File: src/rtl/cpu_sram_arbiter.sv
// Two-master SRAM-like arbiter: data side has priority, the grant is held until acceptance,
// and responses are routed back in acceptance order through a 1-bit source-ID FIFO.
module cpu_sram_arbiter #(
    parameter int DEPTH = 4
) (
    input  logic        clk,
    input  logic        resetn,

    input  logic        inst_sram_req,
    input  logic        inst_sram_wr,
    input  logic [1:0]  inst_sram_size,
    input  logic [3:0]  inst_sram_wstrb,
    input  logic [31:0] inst_sram_addr,
    input  logic [31:0] inst_sram_wdata,
    output logic        inst_sram_addr_ok,
    output logic        inst_sram_data_ok,
    output logic [31:0] inst_sram_rdata,

    input  logic        data_sram_req,
    input  logic        data_sram_wr,
    input  logic [1:0]  data_sram_size,
    input  logic [3:0]  data_sram_wstrb,
    input  logic [31:0] data_sram_addr,
    input  logic [31:0] data_sram_wdata,
    output logic        data_sram_addr_ok,
    output logic        data_sram_data_ok,
    output logic [31:0] data_sram_rdata,

    output logic        sram_req,
    output logic        sram_wr,
    output logic [1:0]  sram_size,
    output logic [3:0]  sram_wstrb,
    output logic [31:0] sram_addr,
    output logic [31:0] sram_wdata,
    input  logic        sram_addr_ok,
    input  logic        sram_data_ok,
    input  logic [31:0] sram_rdata
);

    localparam int AW = $clog2(DEPTH);
    localparam logic [AW:0] FULL_CNT = (AW+1)'(DEPTH);

    typedef enum logic [1:0] {IDLE, LOCK_I, LOCK_D} state_t;

    state_t           state_q, state_d;
    logic [DEPTH-1:0] ids_q;
    logic [AW-1:0]    wptr_q, rptr_q;
    logic [AW:0]      cnt_q, cnt_d;

    logic gnt_i, gnt_d, gnt_req;
    logic full, empty, push, pop, head;

    always_comb begin
        gnt_i = 1'b0;
        gnt_d = 1'b0;
        unique case (state_q)
            LOCK_I: gnt_i = 1'b1;
            LOCK_D: gnt_d = 1'b1;
            default: begin
                gnt_d = data_sram_req;
                gnt_i = !data_sram_req && inst_sram_req;
            end
        endcase
    end

    assign gnt_req  = (gnt_i && inst_sram_req) || (gnt_d && data_sram_req);
    assign full     = (cnt_q == FULL_CNT);
    assign empty    = (cnt_q == '0);
    // Outputs are gated by resetn so they read zero while reset is held.
    assign sram_req = resetn && gnt_req && !full;
    assign push     = sram_req && sram_addr_ok;
    assign pop      = resetn && sram_data_ok && !empty;
    assign head     = ids_q[rptr_q];

    always_comb begin
        sram_wr    = 1'b0;
        sram_size  = '0;
        sram_wstrb = '0;
        sram_addr  = '0;
        sram_wdata = '0;
        if (resetn && gnt_i) begin
            sram_wr    = inst_sram_wr;
            sram_size  = inst_sram_size;
            sram_wstrb = inst_sram_wstrb;
            sram_addr  = inst_sram_addr;
            sram_wdata = inst_sram_wdata;
        end else if (resetn && gnt_d) begin
            sram_wr    = data_sram_wr;
            sram_size  = data_sram_size;
            sram_wstrb = data_sram_wstrb;
            sram_addr  = data_sram_addr;
            sram_wdata = data_sram_wdata;
        end
    end

    assign inst_sram_addr_ok = push && gnt_i;
    assign data_sram_addr_ok = push && gnt_d;
    assign inst_sram_data_ok = pop && !head;
    assign data_sram_data_ok = pop && head;
    assign inst_sram_rdata   = sram_rdata;
    assign data_sram_rdata   = sram_rdata;

    always_comb begin
        state_d = state_q;
        unique case (state_q)
            IDLE:    if (gnt_req && !push) state_d = gnt_d ? LOCK_D : LOCK_I;
            LOCK_I:  if (push || !inst_sram_req) state_d = IDLE;
            LOCK_D:  if (push || !data_sram_req) state_d = IDLE;
            default: state_d = IDLE;
        endcase
    end

    always_comb begin
        cnt_d = cnt_q;
        unique case ({push, pop})
            2'b10:   cnt_d = cnt_q + 1'b1;
            2'b01:   cnt_d = cnt_q - 1'b1;
            default: cnt_d = cnt_q;
        endcase
    end

    always_ff @(posedge clk or negedge resetn) begin
        if (!resetn) begin
            state_q <= IDLE;
            cnt_q   <= '0;
            wptr_q  <= '0;
            rptr_q  <= '0;
            ids_q   <= '0;
        end else begin
            state_q <= state_d;
            cnt_q   <= cnt_d;
            if (push) begin
                ids_q[wptr_q] <= gnt_d;
                wptr_q        <= wptr_q + 1'b1;
            end
            if (pop) rptr_q <= rptr_q + 1'b1;
        end
    end

endmodule
File: config.mk
export PLATFORM = sky130hd
export DESIGN_NAME = cpu_sram_arbiter
export DESIGN_NICKNAME = d
export VERILOG_FILES = /design/src/rtl/cpu_sram_arbiter.sv
export SDC_FILE = /design/constraint.sdc
export NUM_CORES = 1
export LEC_CHECK = 0
export ABC_AREA = 1
export CAP_MARGIN = 5
export CORE_AREA = 4 4 123 125
export DETAILED_ROUTE_END_ITERATION = 10
export DIE_AREA = 0 0 127 129
export PLACE_DENSITY_LB_ADDON = 0.2
export SLEW_MARGIN = 20
export SYNTH_ARGS = -nofsm -noshare
export SYNTH_HDL_FRONTEND = slang
export SYNTH_SLANG_ARGS = --single-unit
File: constraint.sdc
create_clock -name clk -period 5.5 [get_ports clk]
set_clock_uncertainty 0.2 [all_clocks]
set_input_delay 0.55 -clock clk [delete_from_list [all_inputs] [get_ports clk]]
set_output_delay 0.55 -clock clk [all_outputs]
set_load 0.05 [all_outputs]
==> results of run 1 <==
-- critical path, stage by stage, from the launching register on --
cell             delay, ps
dfrtp_1                380
inv_1                   70
ha_1                   350
nand2_1                110
o21ai_1                100
inv_1                  100
nand3_2                550
buf_12                 430
o22ai_1                150
clkdlybuf4s50_1        870
-- logic make-up after synthesis --
logic type	Yosys count
adders and majority gates	9
AOI/OAI and AO/OA	88
DFF	13
xor gates and xnor gates	4
and+or+nand+nor	45
buffers and inverters	245
-- path summary, 6_finish.rpt --
path / start / to / cells after the start
max: state_q[0] / sram_wdata[6] / 9
min: rptr_q[1] / rptr_q[1] / 1
max reg2reg: state_q[0] / cnt_q[2] / 13
min reg2reg: rptr_q[1] / rptr_q[1] / 1
max in group asynchronous: resetn / cnt_q[0] / 2
min in group asynchronous: resetn / state_q[1] / 2
-- sequential cells by signal, indices dropped and copies added (netlist names) --
signal / flops
cnt_q: 3
ids_q: 4
rptr_q: 2
state_q: 2
wptr_q: 2
-- power by group --
group | switching (mW) | total [mW] | internal (mW)
Combinational | 1.37 | 2.04 | 0.668
Clock | 0.0410 | 0.139 | 0.0979
Sequential | 0.0314 | 0.174 | 0.142
Total | 1.45 | 2.35 | 0.908
-- final cells by class --
type	instances	area share (%)
Tap cell	180	5.11
Sequential cell	13	7.38
Inverter	166	14.1
Clock buffer	4	1.79
Multi-Input combinational cell	146	20.2
Timing Repair Buffer	226	51.4
-- synthesized netlist by cell type --
master    count  share of area (%)
inv_1       166                 26
buf_4        71                 22
o22ai_1      71                 18
nand2_1      27                4.2
dfrtp_1      13                 13
nor2_1       11                1.7
ha_1          8                4.1
o21ai_0       8                1.7
buf_2         6                1.2
a21oi_1       4               0.83
nand3_1       3               0.62
nand3_2       3                1.2
xor2_1        3                1.1
a31o_2        1               0.36
a32oi_1       1               0.36
buf_6         1               0.47
clkbuf_1      1               0.16
fa_1          1               0.83
nand2_2       1               0.26
o21ai_1       1               0.21
o21ai_2       1               0.36
o21bai_1      1               0.31
xnor2_1       1               0.36
-- metal layers --
metal  global-route usage [%]  up-vias  part of all wire [%]
met4                     1.26        0                  0.61
met3                     3.78       10                   9.2
met1                     14.8     1227                    39
li1                         -     1445                     -
met2                     20.8      166                    51
met5                        0        -                     0
-- cells in the final DEF, fill, tap and decap left out, drive strengths merged, types with 4 or more instances in the layout --
master and n:
clkdlybuf4s50 222, nand3 6, dfrtp 13, buf 4, nand2 28, a21oi 4
o22ai 71, inv 166, nor2 11, ha 8, clkbuf 4, o21ai 10
-- stage by stage --
stage / cell area [sq um] / util (%)
floorplan: 2420 / -
global placement: 4330 / 31.2
detailed placement: 4330 / 31.2
CTS: 4410 / 31.8
global route: 4410 / 31.8
finish: 4410 / 31.8
==> reports/results.ini, run 1 <==
[worst_setup_path]
critPathLaunchType = flip-flop
crit_fanout = 41
r2r_setup_slack_ps = 2790
cp.arrival_ps = 3390
end_kind = output pin
cp.required_ps = 4750
critical_path_class = flip-flop to output pin

[logic_synthesis]
syn_avg_cell_area_sq_um = 5.99
netlist_instances = 404
muxShareOfSynthArea_pct = 0
synth_compound_area_share_pct = 22.5
ys_seq_area_share_pct = 13.5
synth_area_sq_mm = 0.00242
syn_nets = 593
yosys.area_share.adder_pct = 4.97
ys_ff_latch = 13
synth_xor_area_share_pct = 1.45
ys_warn_count = 0
synthSimpleGateAreaFrac_pct = 8.02
synth_top_family_by_area = buffers and inverters
ys_types = 23

[floorplan]
initial_core_util_pct = 17.4
ios = 320
rows = 43
die_area_sq_mm = 0.0164
die_w_um = 127
coreArea_sq_mm = 0.0139
chipHeight_um = 129

[pwr]
irDropWorstVdd_mv = 0.285
power.leakage_nw = 2.24
cellPowerDensity_mw_per_mm2 = 534
p_total_mw = 2.35

[clocking]
cts_hold_buf = 0
clock_sinks = 13
cts.clk_slew.worst_paths_ps = 50
cts_made_buffers = 3
cts_max_path_buffers = 2
clk_latency_ps = 240
htree_levels = 1
cts_tree = built
cts-root-buf = clkbuf_16
ctsResizeCount = 0
cts_setup_buffers = 0

[placement]
place_hpwl_um = 9100
dpl.cell_count = 731
port_buffers = 223
place.gp.congestion = 0.811
post-place-ws_ps = 1350

[final_layout]
fin_nets = 745
n_fill_cell = 1504
area_delta_synth_final_pct = 82.3
layoutNonFillerInstCount = 735
multi_input_area_sq_um = 892
antenna_cells = 0
drive_gt1_share_pct = 2.34
seq_area_sq_um = 325

[sta]
hold_viol_final = 0
hold-worst-slack_ps = 276
timing.final.crit_period_ps = 4140
period_share_pct = 75.3
finalMaxSlewViolations = 0
timing.slew.headroom_pct = 46.0
finalSetupViolCount = 0
rsz0062_at_grt = no
layout_setup_ws_ps = 1360
finalSetupTns_ps = 0
worst_slew_pin_slew_ps = 809
max_freq_mhz = 241

[grt]
grt_max_degree = 72
grt_pass1_wl_um = 15600
grt.total_usage_pct = 11.9
antenna_found_initial = 0
grt_overflow = 0
first_global_vias = 2749

[routing]
first_iter_violations = 91
route.detailed.drc = 0
drt-vias-per-instance = 3.87
vias = 2848
wl_um = 11200
wl_per_cell_um = 15.2
drtAntennaViolNets = 0
first_pass_iters = 4

[outcome]
status = finished, final reports clean

[job]
maxCapViolations = 0

[hold_path]
hp-class = flip-flop to flip-flop

Note: power is estimated with default switching activity, not from simulation.
==> inputs of run 2 (changes only) <==
- CORE_AREA: 4 4 123 125 -> 4 4 121 123
- DIE_AREA: 0 0 127 129 -> 0 0 125 127
- clock period: 5.5 -> 3.6 ns (I/O delays scaled with it)
==> run 2 against run 1 <==
Non-clock buffer count increased by 3. Final area increased by 17%. Total power increased by 95%. Clock-buffer cell count unchanged. Sequential cell count unchanged. Worst setup slack got worse by 700 ps. Die area decreased by 3.1%. Clock power increased by 50%. Sequential power increased by 53%. First-iteration DRC count increased by 53%. Worst hold slack got worse by 86 ps. Combinational power increased by 100%.
==> reports/results.ini, run 2 (synthesis gave the netlist of run 1 again) <==
[routing]
wl_per_cell_um = 17.5
first_iter_violations = 139
route.detailed.drc = 0
first_pass_iters = 4
drt-vias-per-instance = 3.91
vias = 2887
drtAntennaViolNets = 0
wl_um = 12900

[sta]
timing.slew.headroom_pct = 62.6
worst_slew_pin_slew_ps = 570
max_freq_mhz = 339
finalSetupViolCount = 0
finalSetupTns_ps = 0
rsz0062_at_grt = no
timing.final.crit_period_ps = 2950
hold-worst-slack_ps = 190
finalMaxSlewViolations = 0
layout_setup_ws_ps = 652
period_share_pct = 81.9
hold_viol_final = 0

[clocking]
cts.clk_slew.worst_paths_ps = 50
clock_sinks = 13
ctsResizeCount = 0
cts_max_path_buffers = 2
cts_tree = built
clk_latency_ps = 240
cts_hold_buf = 0
cts-root-buf = clkbuf_16
htree_levels = 1
cts_made_buffers = 3
cts_setup_buffers = 0

[final_layout]
area_delta_synth_final_pct = 113
multi_input_area_sq_um = 892
antenna_cells = 0
n_fill_cell = 1449
drive_gt1_share_pct = 15.6
layoutNonFillerInstCount = 738
largest_register_ffs = 4
fin_nets = 748
final_cell_mix = inv_1 (166), clkdlybuf4s50_1 (151), buf_12 (73)
largest_register = ids_q
reg_top3 = ids_q: 4 flops, cnt_q: 3 flops
seq_area_sq_um = 325
final_common_cell = inv_1

[placement]
place.gp.congestion = 0.835
post-place-ws_ps = 693
place_hpwl_um = 10900
dpl.cell_count = 734
port_buffers = 223

[worst_setup_path]
crit_slowest_cell = clkdlybuf4s50_1
r2r_setup_slack_ps = 910
startpoint = state_q[0]
crit_fanout = 6
critPathMaxStageDelay_ps = 830
end_kind = output pin
cp.arrival_ps = 2390
critical_path_class = flip-flop to output pin
endpoint = inst_sram_addr_ok
ff2ff_path_depth = 13
cp.required_ps = 3040
critPathLaunchType = flip-flop
cp_cell_sequence = inv_1, ha_1, nor2_1, o21ai_2, nand2_1, nand3_2, nor2_1, clkdlybuf4s50_1
r2r-end = cnt_q[2]
cp_common_cell = nor2_1
rr_startpoint = state_q[1]

[floorplan]
rows = 43
ios = 320
die_area_sq_mm = 0.0159
initial_core_util_pct = 17.7
coreArea_sq_mm = 0.0137
chipHeight_um = 127
die_w_um = 125

[job]
maxCapViolations = 0

[pwr]
power.leakage_nw = 2.61
p_total_mw = 4.59
irDropWorstVdd_mv = 0.465
cellPowerDensity_mw_per_mm2 = 891

[grt]
grt_pass1_wl_um = 19100
grt_max_degree = 56
antenna_found_initial = 0
grt_overflow = 0
grt.total_usage_pct = 15.3
first_global_vias = 3001

[hold_path]
hp-class = primary input to async pin

[outcome]
status = finished, final reports clean

run 2: critical path: cells and delay by family (launching register included):
kind | cells | cell delay (ps)
fa+ha+maj | 1 | 360
buf+inv | 2 | 900
compound gates | 1 | 80
flops | 1 | 370
simple gates | 4 | 440
run 2: worst min-delay path by stage:
| stage | from | endpoint | slack (ps) |
|---|---|---|---|
| CTS | resetn | rptr_q[0] | 200 |
| global route | resetn | rptr_q[0] | 220 |
| finish | resetn | rptr_q[0] | 190 |
| floorplan | resetn | cnt_q[0] | -140 |
| global placement | rptr_q[1] | rptr_q[1] | 260 |
| detailed placement | rptr_q[1] | rptr_q[1] | 260 |
run 2: area by class of cell:
class                      instances  area share (%)
tap                              180            4.37
sequential                        13            6.31
clock buffer                       4            1.53
inverter                         166            12.1
timing repair buffer             229            58.4
multi-input combinational        146            17.3
run 2: metal layers:
layer	wire [um]	global-route usage, %
met1	5330	20.0
met2	5450	22.2
met3	1980	9.45
met4	165	1.66
met5	0	1.24
run 2: through the flow:
stage / instance area, sq um / utilization, %
global route: 5150 / 37.7
detailed placement: 5080 / 37.1
CTS: 5150 / 37.7
global placement: 5080 / 37.1
floorplan: 2420 / -
finish: 5150 / 37.7
run 2: power breakdown:
part | internal, mW | leakage [nW] | total, mW | switching (mW)
clock network | 0.149 | 0.0382 | 0.209 | 0.0599
registers | 0.217 | 0.158 | 0.266 | 0.0488
logic | 1.77 | 2.41 | 4.12 | 2.35
total | 2.14 | 2.61 | 4.59 | 2.46
